File: config.mk
export PLATFORM = sky130hd
export DESIGN_NAME = sine_pwm_dac
export DESIGN_NICKNAME = d
export VERILOG_FILES = /design/src/rtl/sine_pwm_dac_pkg.sv /design/src/rtl/sine_pwm_dac_tick_gen.sv /design/src/rtl/sine_pwm_dac.sv
export SDC_FILE = /design/constraint.sdc
export NUM_CORES = 1
export LEC_CHECK = 0
export CORE_UTILIZATION = 55
export CTS_BUF_LIST = sky130_fd_sc_hd__clkbuf_2
export CTS_CLUSTER_DIAMETER = 80
export DETAILED_ROUTE_END_ITERATION = 6
export DONT_BUFFER_PORTS = 1
export HOLD_SLACK_MARGIN = 0.1
export MAX_ROUTING_LAYER = met4
export PLACE_DENSITY = 0.79
export SLEW_MARGIN = 20
export SYNTH_ARGS = -nofsm -noshare
export SYNTH_HDL_FRONTEND = slang
export SYNTH_SLANG_ARGS = --single-unit
File: constraint.sdc
create_clock -name clk -period 2.3 [get_ports clk]
set_input_delay 0.115 -clock clk [delete_from_list [all_inputs] [get_ports clk]]
set_output_delay 0.115 -clock clk [all_outputs]
set_load 0.02 [all_outputs]
File: src/rtl/sine_pwm_dac_pkg.sv
`default_nettype none
`timescale 1ns/1ps
// ============================================================================
//  Module      : sine_pwm_dac_pkg
//  Description : Shared sizing constants for the sine-table / PWM-DAC path.
//                Offset-binary samples are SAMPLE_W bits wide with midscale
//                at MIDSCALE; one PWM period spans PERIOD counter ticks.
//  Revision    : 1.0  initial release
// ============================================================================
package sine_pwm_dac_pkg;

    // Default sample resolution exponent (sample is N+1 bits)
    localparam int unsigned N_DEFAULT = 7;

    localparam int unsigned SAMPLE_W  = N_DEFAULT + 1;
    localparam int unsigned MIDSCALE  = 2 ** N_DEFAULT;
    localparam int unsigned PERIOD    = 2 ** (N_DEFAULT + 1);

    // Period length in ticks for an arbitrary resolution exponent
    function automatic int unsigned period_ticks(input int unsigned n);
        return 2 ** (n + 1);
    endfunction

endpackage : sine_pwm_dac_pkg
`default_nettype wire

File: src/rtl/sine_pwm_dac_tick_gen.sv
`default_nettype none
`timescale 1ns/1ps
// ============================================================================
//  Module      : pwm_tick_gen
//  Description : Rate prescaler. Emits a single-clock tick once every
//                2^N_DIVIDE clocks while run is high; the count is held at
//                zero while run is low so the first tick after run rises
//                lands a full division later. N_DIVIDE = 0 ties tick high.
//  Ports       : clk   - system clock
//                rst_n - asynchronous active-low reset
//                run   - count enable; low clears the prescaler
//                tick  - advance strobe for the downstream counter
//  Revision    : 1.0  initial release
// ============================================================================
module pwm_tick_gen #(
    parameter int unsigned N_DIVIDE = 0
) (
    input  logic clk,
    input  logic rst_n,
    input  logic run,
    output logic tick
);

    generate
        if (N_DIVIDE == 0) begin : g_no_div
            // No division: every clock is a tick, the clock/reset are idle
            logic w_unused;
            assign w_unused = &{1'b0, clk, rst_n, run};
            assign tick     = 1'b1;
        end else begin : g_div
            logic [N_DIVIDE-1:0] r_presc;

            always_ff @(posedge clk or negedge rst_n) begin
                if (!rst_n) begin
                    r_presc <= '0;
                end else if (!run) begin
                    r_presc <= '0;
                end else begin
                    r_presc <= r_presc + N_DIVIDE'(1);
                end
            end

            // Terminal count of the prescaler; it wraps to zero next clock
            assign tick = &r_presc;
        end
    endgenerate

endmodule : pwm_tick_gen
`default_nettype wire

File: src/rtl/sine_pwm_dac.sv
`default_nettype none
`timescale 1ns/1ps
// ============================================================================
//  Module      : sine_pwm_dac
//  Description : Converts offset-binary samples into a single-bit PWM stream
//                for an external RC filter. Samples enter a one-entry holding
//                register over valid/ready and are promoted to the active duty
//                value only at period boundaries, so no period is glitched.
//                An empty holding register at a boundary raises underrun.
//  Ports       : clk          - system clock (rising edge)
//                rst_n        - asynchronous active-low reset
//                enable       - run PWM; low parks counter at 0, output low
//                sample_in    - offset-binary sample, N+1 bits
//                sample_valid - sample_in valid this cycle
//                sample_ready - holding register empty (registered)
//                pwm_out      - registered PWM output
//                period_start - pulse with the first pwm_out bit of a period
//                underrun     - pulse at a boundary with nothing to consume
//  Revision    : 1.0  initial release
// ============================================================================
module sine_pwm_dac
    import sine_pwm_dac_pkg::*;
#(
    parameter int unsigned N        = N_DEFAULT,
    parameter int unsigned N_DIVIDE = 0
) (
    input  logic         clk,
    input  logic         rst_n,
    input  logic         enable,
    input  logic [N:0]   sample_in,
    input  logic         sample_valid,
    output logic         sample_ready,
    output logic         pwm_out,
    output logic         period_start,
    output logic         underrun
);

    localparam logic [N:0] c_cnt_one  = (N+1)'(1);
    localparam logic [N:0] c_cnt_max  = {(N+1){1'b1}};
    localparam logic [N:0] c_midscale = c_cnt_one << N;

    logic       w_tick;
    logic       w_boundary;
    logic       w_xfer;
    logic       w_consume;
    logic       w_hold_full_nxt;

    logic [N:0] r_cnt;
    logic [N:0] r_active;
    logic [N:0] r_hold;
    logic       r_hold_full;
    logic       r_ready;
    logic       r_pwm;
    logic       r_zero_new;
    logic       r_period_start;
    logic       r_underrun;

    // ------------------------------------------------------------------
    // Tick prescaler
    // ------------------------------------------------------------------
    pwm_tick_gen #(
        .N_DIVIDE (N_DIVIDE)
    ) u_tick_gen (
        .clk   (clk),
        .rst_n (rst_n),
        .run   (enable),
        .tick  (w_tick)
    );

    assign w_boundary = enable && w_tick && (r_cnt == c_cnt_max);
    assign w_xfer     = sample_valid && r_ready;
    assign w_consume  = w_boundary && r_hold_full;

    // Ready is low whenever hold is full, so a transfer never coincides with
    // a consume; a transfer in an empty boundary cycle only fills hold.
    always_comb begin
        w_hold_full_nxt = r_hold_full;
        if (w_consume) begin
            w_hold_full_nxt = 1'b0;
        end
        if (w_xfer) begin
            w_hold_full_nxt = 1'b1;
        end
    end

    // ------------------------------------------------------------------
    // Period counter
    // ------------------------------------------------------------------
    always_ff @(posedge clk or negedge rst_n) begin
        if (!rst_n) begin
            r_cnt <= '0;
        end else if (!enable) begin
            r_cnt <= '0;
        end else if (w_tick) begin
            r_cnt <= r_cnt + c_cnt_one;
        end
    end

    // ------------------------------------------------------------------
    // Holding register and active duty value
    // ------------------------------------------------------------------
    always_ff @(posedge clk or negedge rst_n) begin
        if (!rst_n) begin
            r_hold      <= '0;
            r_hold_full <= 1'b0;
            r_ready     <= 1'b0;
            r_active    <= c_midscale;
        end else begin
            if (w_xfer) begin
                r_hold <= sample_in;
            end
            if (w_consume) begin
                r_active <= r_hold;
            end
            r_hold_full <= w_hold_full_nxt;
            // Ready reflects the hold state that takes effect this edge so a
            // held-high valid cannot overwrite an unconsumed sample.
            r_ready     <= !w_hold_full_nxt;
        end
    end

    // ------------------------------------------------------------------
    // Output stage
    // ------------------------------------------------------------------
    always_ff @(posedge clk or negedge rst_n) begin
        if (!rst_n) begin
            r_pwm          <= 1'b0;
            r_zero_new     <= 1'b1;
            r_period_start <= 1'b0;
            r_underrun     <= 1'b0;
        end else begin
            r_pwm          <= enable && (r_cnt < r_active);
            // cnt=0 is fresh on the clock after a wrap or after any disabled
            // clock; with a prescaler cnt=0 persists for several clocks and
            // only the first of them marks the period start.
            r_zero_new     <= !enable || w_boundary;
            r_period_start <= enable && r_zero_new;
            r_underrun     <= w_boundary && !r_hold_full;
        end
    end

    assign sample_ready = r_ready;
    assign pwm_out      = r_pwm;
    assign period_start = r_period_start;
    assign underrun     = r_underrun;

endmodule : sine_pwm_dac
`default_nettype wire

==> results of run 1 <==
worst max-delay path, delay by kind of cell, from the launching register on:
family / cells / cell delay, ns
AO/OA/AOI/OAI: 3 / 1.02
flip-flops: 1 / 0.48
adder cells (fa/ha/maj): 1 / 0.35
layer usage:
metal | GRT usage | wire length (um) | up-vias
li1 | - | - | 410
met3 | 0.0685 | 116 | 11
met2 | 0.366 | 1240 | 35
met5 | - | 0 | -
met1 | 0.262 | 999 | 428
met4 | 0.176 | 82 | 0
stage by stage:
step / setup slack [ns] / area [um^2]
3_5_place_dp: 0.328 / 1380
6_report: 0.282 / 1550
2_1_floorplan: 0.671 / 1340
5_1_grt: 0.215 / 1550
4_1_cts: 0.289 / 1550
3_3_place_gp: 0.508 / 1380
synth_stat cells, types with 2 or more instances:
library cell	instances	area [um^2]
a21oi_1	3	15.0
dfstp_2	2	52.6
nand2_1	4	15.0
dfrtp_1	28	701
o21ai_0	3	15.0
and2_1	2	12.5
ha_1	8	100
xor2_1	2	17.5
nand3_1	3	15.0
mux2_2	16	180
inv_1	10	37.5
nor2_1	5	18.8
power by group through the flow:
| stage | Clock (W) | Sequential (W) | Combinational [W] |
|---|---|---|---|
| after floorplan | 0 | 0.000616 | 0.0000617 |
| after global placement | 0 | 0.000622 | 0.0000676 |
| after detailed placement | 0 | 0.000625 | 0.0000728 |
| after CTS | 0.000260 | 0.000615 | 0.000103 |
| after global routing | 0.000283 | 0.000622 | 0.000113 |
| final | 0.000252 | 0.000615 | 0.000103 |
sequential cells by signal, summed over array words and instances, names as in the netlist:
signal,flops
sample_ready,1
underrun,1
period_start,1
r_zero_new,1
pwm_out,1
r_hold,8
r_hold_full,1
r_cnt,8
r_active,8
cell usage in the layout, fill, tap and decap left out, types with 2 or more instances in the layout:
cell type and n:
ha_1 8, nor2_1 5, inv_1 10, and2_1 2
nand3_1 3, a21oi_1 3, dfrtp_1 28, o21ai_0 3
dlygate4sd3_1 11, nand2_1 4, mux2_2 16, clkbuf_2 7
dfstp_2 2, xor2_1 2
cell families after synthesis:
group                      Yosys count
xor gates and xnor gates             3
buffers and inverters               10
DFF                                 30
AOI/OAI and AO/OA                   13
and+or+nand+nor                     24
adders and majority gates            8
muxes                               17
final cells by class:
type | instances | share of cell area
Clock inverter | 1 | 0.00243
Clock buffer | 7 | 0.0227
Sequential cell | 30 | 0.487
Multi-Input combinational cell | 65 | 0.356
Timing Repair Buffer | 12 | 0.0842
Inverter | 10 | 0.0243
Tap cell | 28 | 0.0227
worst min path at each step:
stage,to,slack (ns),depth (start not counted),start
final,r_cnt[4],0.18,2,rst_n
after global placement,r_cnt[3],-0.18,0,rst_n
after global routing,r_active[2],0.17,3,enable
after CTS,r_cnt[3],0.14,2,rst_n
after detailed placement,r_cnt[3],-0.18,0,rst_n
after floorplan,period_start,-0.18,0,rst_n
==> impl_metrics.ini, run 1 <==
[outcome]
status = finished, final reports clean

[layout]
nFillCells = 184
instances_no_fill = 153
ff_latch_area_um2 = 753
antenna_cells = 0
drive_above_1_share = 0.240
fin_nets = 144
utilization = 0.685
multiInputGateArea_um2 = 551
area_delta_synth_final_pct = 15.2

[cts]
cts_root_buffer = clkbuf_2
clock_latency_ns = 0.36
cts_resized = 0
clk_path_buf_depth = 2
cts_tree = built
clk_pin_slew_ns = 0.15
cts_buffers = 5
cts_hold_buf = 12
htree_levels = 2
clock-sinks = 30
postCtsSetupRepairBufs = 0

[synth]
yosys.area_share.xor_xnor = 0.0196
syn_inst = 105
synth-simple-area-share = 0.108
yosysWarnings = 0
synth_top_family_by_area = multiplexers
synth-edff-count = 0
synth_seq_cells = 30
ys_seq_area_frac = 0.562
syn_area_mm2 = 0.00134
synth_compound_area_frac = 0.0662
syn_nets = 125
avgSynthCellArea_um2 = 12.8
synthArstFlopShare = 1.00
synth_mux_area_frac = 0.142
synth_ff_type = dfrtp_1
synthDistinctLibCells = 31
synth_fa_ha_area_frac = 0.0746

[worst_setup_path]
crit_type = reg -> reg
cp_slowest_cell = a2111oi_0
worst-path-max-fanout = 5
rrSetupSlack_ns = 0.28
startpoint_type = register
r2r_cells = 4
slowest_delay_ns = 0.68
worst_ep_arrival_time_ns = 2.22
r2r-end = pwm_out
end_kind = register
r2r-start = r_cnt[3]
worstSetupEndpoint = pwm_out
startpoint = r_cnt[3]
cp_data_required_time_ns = 2.50
path_cells = ha_1 > a211oi_1 > o21ai_0 > a2111oi_0

[floorplan]
die_h_um = 51.4
dieArea_mm2 = 0.00264
die_w_um = 51.4
rows = 17
start_util = 0.595
core_mm2 = 0.00225
ios = 16

[global_routing]
grt.total_usage = 0.238
gr-total-overflow = 0
grt_pass1_vias = 872
antenna_found_initial = 0
grt_pass1_wl_um = 4110
grt_max_degree = 31

[detailed_routing]
wl_um = 2430
drc = 0
vias_per_cell = 5.78
drtPass1Iterations = 4
vias = 884
wl_per_cell_um = 15.9
ant_nets = 0
drtIter0Drc = 27

[place]
dp_hpwl_um = 1550
io_buffers = 0
gp_congestion = 0.840
dp_cells = 133

[timing]
grt_setup_unrepaired = false
finalHoldViolCount = 0
drv_slew = 0
max_slew_margin = 0.522
tightest_slew_ns = 0.699
fin_tns_setup_ns = 0
min_period_over_period = 0.877
finalHoldWorstSlack_ns = 0.182
min_period_ns = 2.02
setup_viol = 0
clock_skew_ns = 0.0245
fmax_mhz = 496

[pwr]
clkPwrFrac = 0.260
total_power_w = 0.000970
net-switching-power_w = 0.000246
seq_power_share = 0.634
intPower_w = 0.000724
ir_drop_mv = 0.473
p_comb_frac = 0.106
swShare = 0.253
p_leak_nw = 0.685
p_per_area_mw_per_mm2 = 627

[flow_run]
drv_cap = 0

[worst_hold_path]
hp-class = in -> async
Power figures use the tool's default switching activity.
==> inputs of run 2 (changes only) <==
- CELL_PAD_IN_SITES_DETAIL_PLACEMENT: unset -> 1
- CELL_PAD_IN_SITES_GLOBAL_PLACEMENT: unset -> 1
- CORE_UTILIZATION: 55 -> 52
- PLACE_DENSITY: 0.79 -> 0.89
==> impl_metrics.ini, run 2 (synthesis results as in run 1) <==
[timing]
fin_tns_setup_ns = 0
tightest_slew_ns = 0.584
max_slew_margin = 0.608
min_period_over_period = 0.824
finalHoldViolCount = 0
finalHoldWorstSlack_ns = 0.163
clock_skew_ns = 0.0103
grt_setup_unrepaired = false
fmax_mhz = 528
setup_viol = 0
drv_slew = 0
min_period_ns = 1.90

[detailed_routing]
vias = 884
vias_per_cell = 5.70
wl_um = 2800
drc = 0
drtPass1Iterations = 4
drtIter0Drc = 20
wl_per_cell_um = 18.1
ant_nets = 0

[layout]
multiInputGateArea_um2 = 551
final_cell_mix = dfrtp_1, mux2_2, dlygate4sd3_1, inv_1, ha_1
drive_above_1_share = 0.240
reg_top3 = r_active (8), r_cnt (8), r_hold (8)
antenna_cells = 0
instances_no_fill = 155
fin_nets = 144
nFillCells = 237
area_delta_synth_final_pct = 15.4
ff_latch_area_um2 = 753
layout_commonest_cell = dfrtp_1
final_cell_area_mm2 = 0.00155

[floorplan]
ios = 16
start_util = 0.546
rows = 18
die_h_um = 52.8
die_w_um = 52.8
core_mm2 = 0.00245
dieArea_mm2 = 0.00279

[place]
gp_congestion = 0.846
io_buffers = 0
dp_hpwl_um = 1660
dp_cells = 135
dpl_cell_area_mm2 = 0.00138

[pwr]
clkPwrFrac = 0.267
intPower_w = 0.000717
p_leak_nw = 0.684
total_power_w = 0.000987
net-switching-power_w = 0.000269
seq_power_share = 0.629
ir_drop_mv = 0.450
p_per_area_mw_per_mm2 = 637
p_comb_frac = 0.104
swShare = 0.273

[worst_setup_path]
startpoint = r_cnt[0]
r2r-end = r_active[4]
worst_ep_arrival_time_ns = 2.17
rrSetupSlack_ns = 0.40
path_cells = ha_1 > nand2_2 > nor4_4 > mux2_2
slowest_delay_ns = 0.58
crit_type = reg -> reg
cp_data_required_time_ns = 2.57
cp_slowest_cell = nor4_4
startpoint_type = register
worst-path-max-fanout = 8
r2r_cells = 4
end_kind = register
r2r-start = r_cnt[0]

[global_routing]
grt.total_usage = 0.253
grt_max_degree = 31
gr-total-overflow = 0
grt_pass1_vias = 949
antenna_found_initial = 0
grt_pass1_wl_um = 4570

[flow_run]
drv_cap = 0

[outcome]
status = finished, final reports clean

[cts]
clock_latency_ns = 0.38
cts_resized = 0
cts_tree = built
htree_levels = 2
clk_path_buf_depth = 2
postCtsSetupRepairBufs = 0
clock-sinks = 30
cts_buffers = 5
cts_root_buffer = clkbuf_2
clk_pin_slew_ns = 0.15

[worst_hold_path]
hp-class = in -> async
==> run 2: repair_timing <==
item	CTS	global route
endpoints found under the hold margin	50	0
hold buffers	12	0
endpoints found under the setup margin	0	0
==> run 2: worst max path at each step <==
stage / to / slack (ns) / cells after the start
2_1_floorplan: r_active[0] / 0.67 / 4
3_3_place_gp: pwm_out / 0.50 / 4
3_5_place_dp: r_active[4] / 0.42 / 4
4_1_cts: r_active[4] / 0.40 / 4
5_1_grt: pwm_out / 0.25 / 4
6_report: r_active[4] / 0.40 / 4
==> run 2: metrics by stage <==
stage | utilization | setup slack, ns
global placement | 0.562 | 0.499
global route | 0.630 | 0.253
CTS | 0.630 | 0.399
finish | 0.630 | 0.405
detailed placement | 0.562 | 0.421
floorplan | - | 0.671
==> run 2: power groups by stage <==
stage	registers (W)	clock network [W]	logic, W
final	0.000620	0.000264	0.000103
after global routing	0.000627	0.000290	0.000113
after CTS	0.000615	0.000260	0.000101
after detailed placement	0.000626	0	0.0000705
after global placement	0.000623	0	0.0000678
after floorplan	0.000616	0	0.0000617
==> run 2: area by class of cell <==
| class | count | area share |
|---|---|---|
| Inverter | 10 | 0.0243 |
| Clock inverter | 2 | 0.00566 |
| Multi-Input combinational cell | 65 | 0.356 |
| Timing Repair Buffer | 12 | 0.0841 |
| Clock buffer | 6 | 0.0194 |
| Sequential cell | 30 | 0.487 |
| Tap cell | 30 | 0.0243 |
==> run 2: worst max-delay path: cells and delay by family (launching register included) <==
kind / cells / cell delay [ns]
AND/OR/NAND/NOR: 2 / 0.71
flip-flops: 1 / 0.44
multiplexers: 1 / 0.40
adder cells (fa/ha/maj): 1 / 0.25
==> run 2: layer usage <==
| layer | GRT usage | vias up | share of wire | wire length, um |
|---|---|---|---|---|
| li1 | - | 410 | - | - |
| met1 | 0.305 | 447 | 0.43 | 1200 |
| met2 | 0.395 | 22 | 0.50 | 1400 |
| met3 | 0.0841 | 5 | 0.045 | 127 |
| met4 | 0.0965 | 0 | 0.023 | 65 |
| met5 | - | - | 0 | 0 |
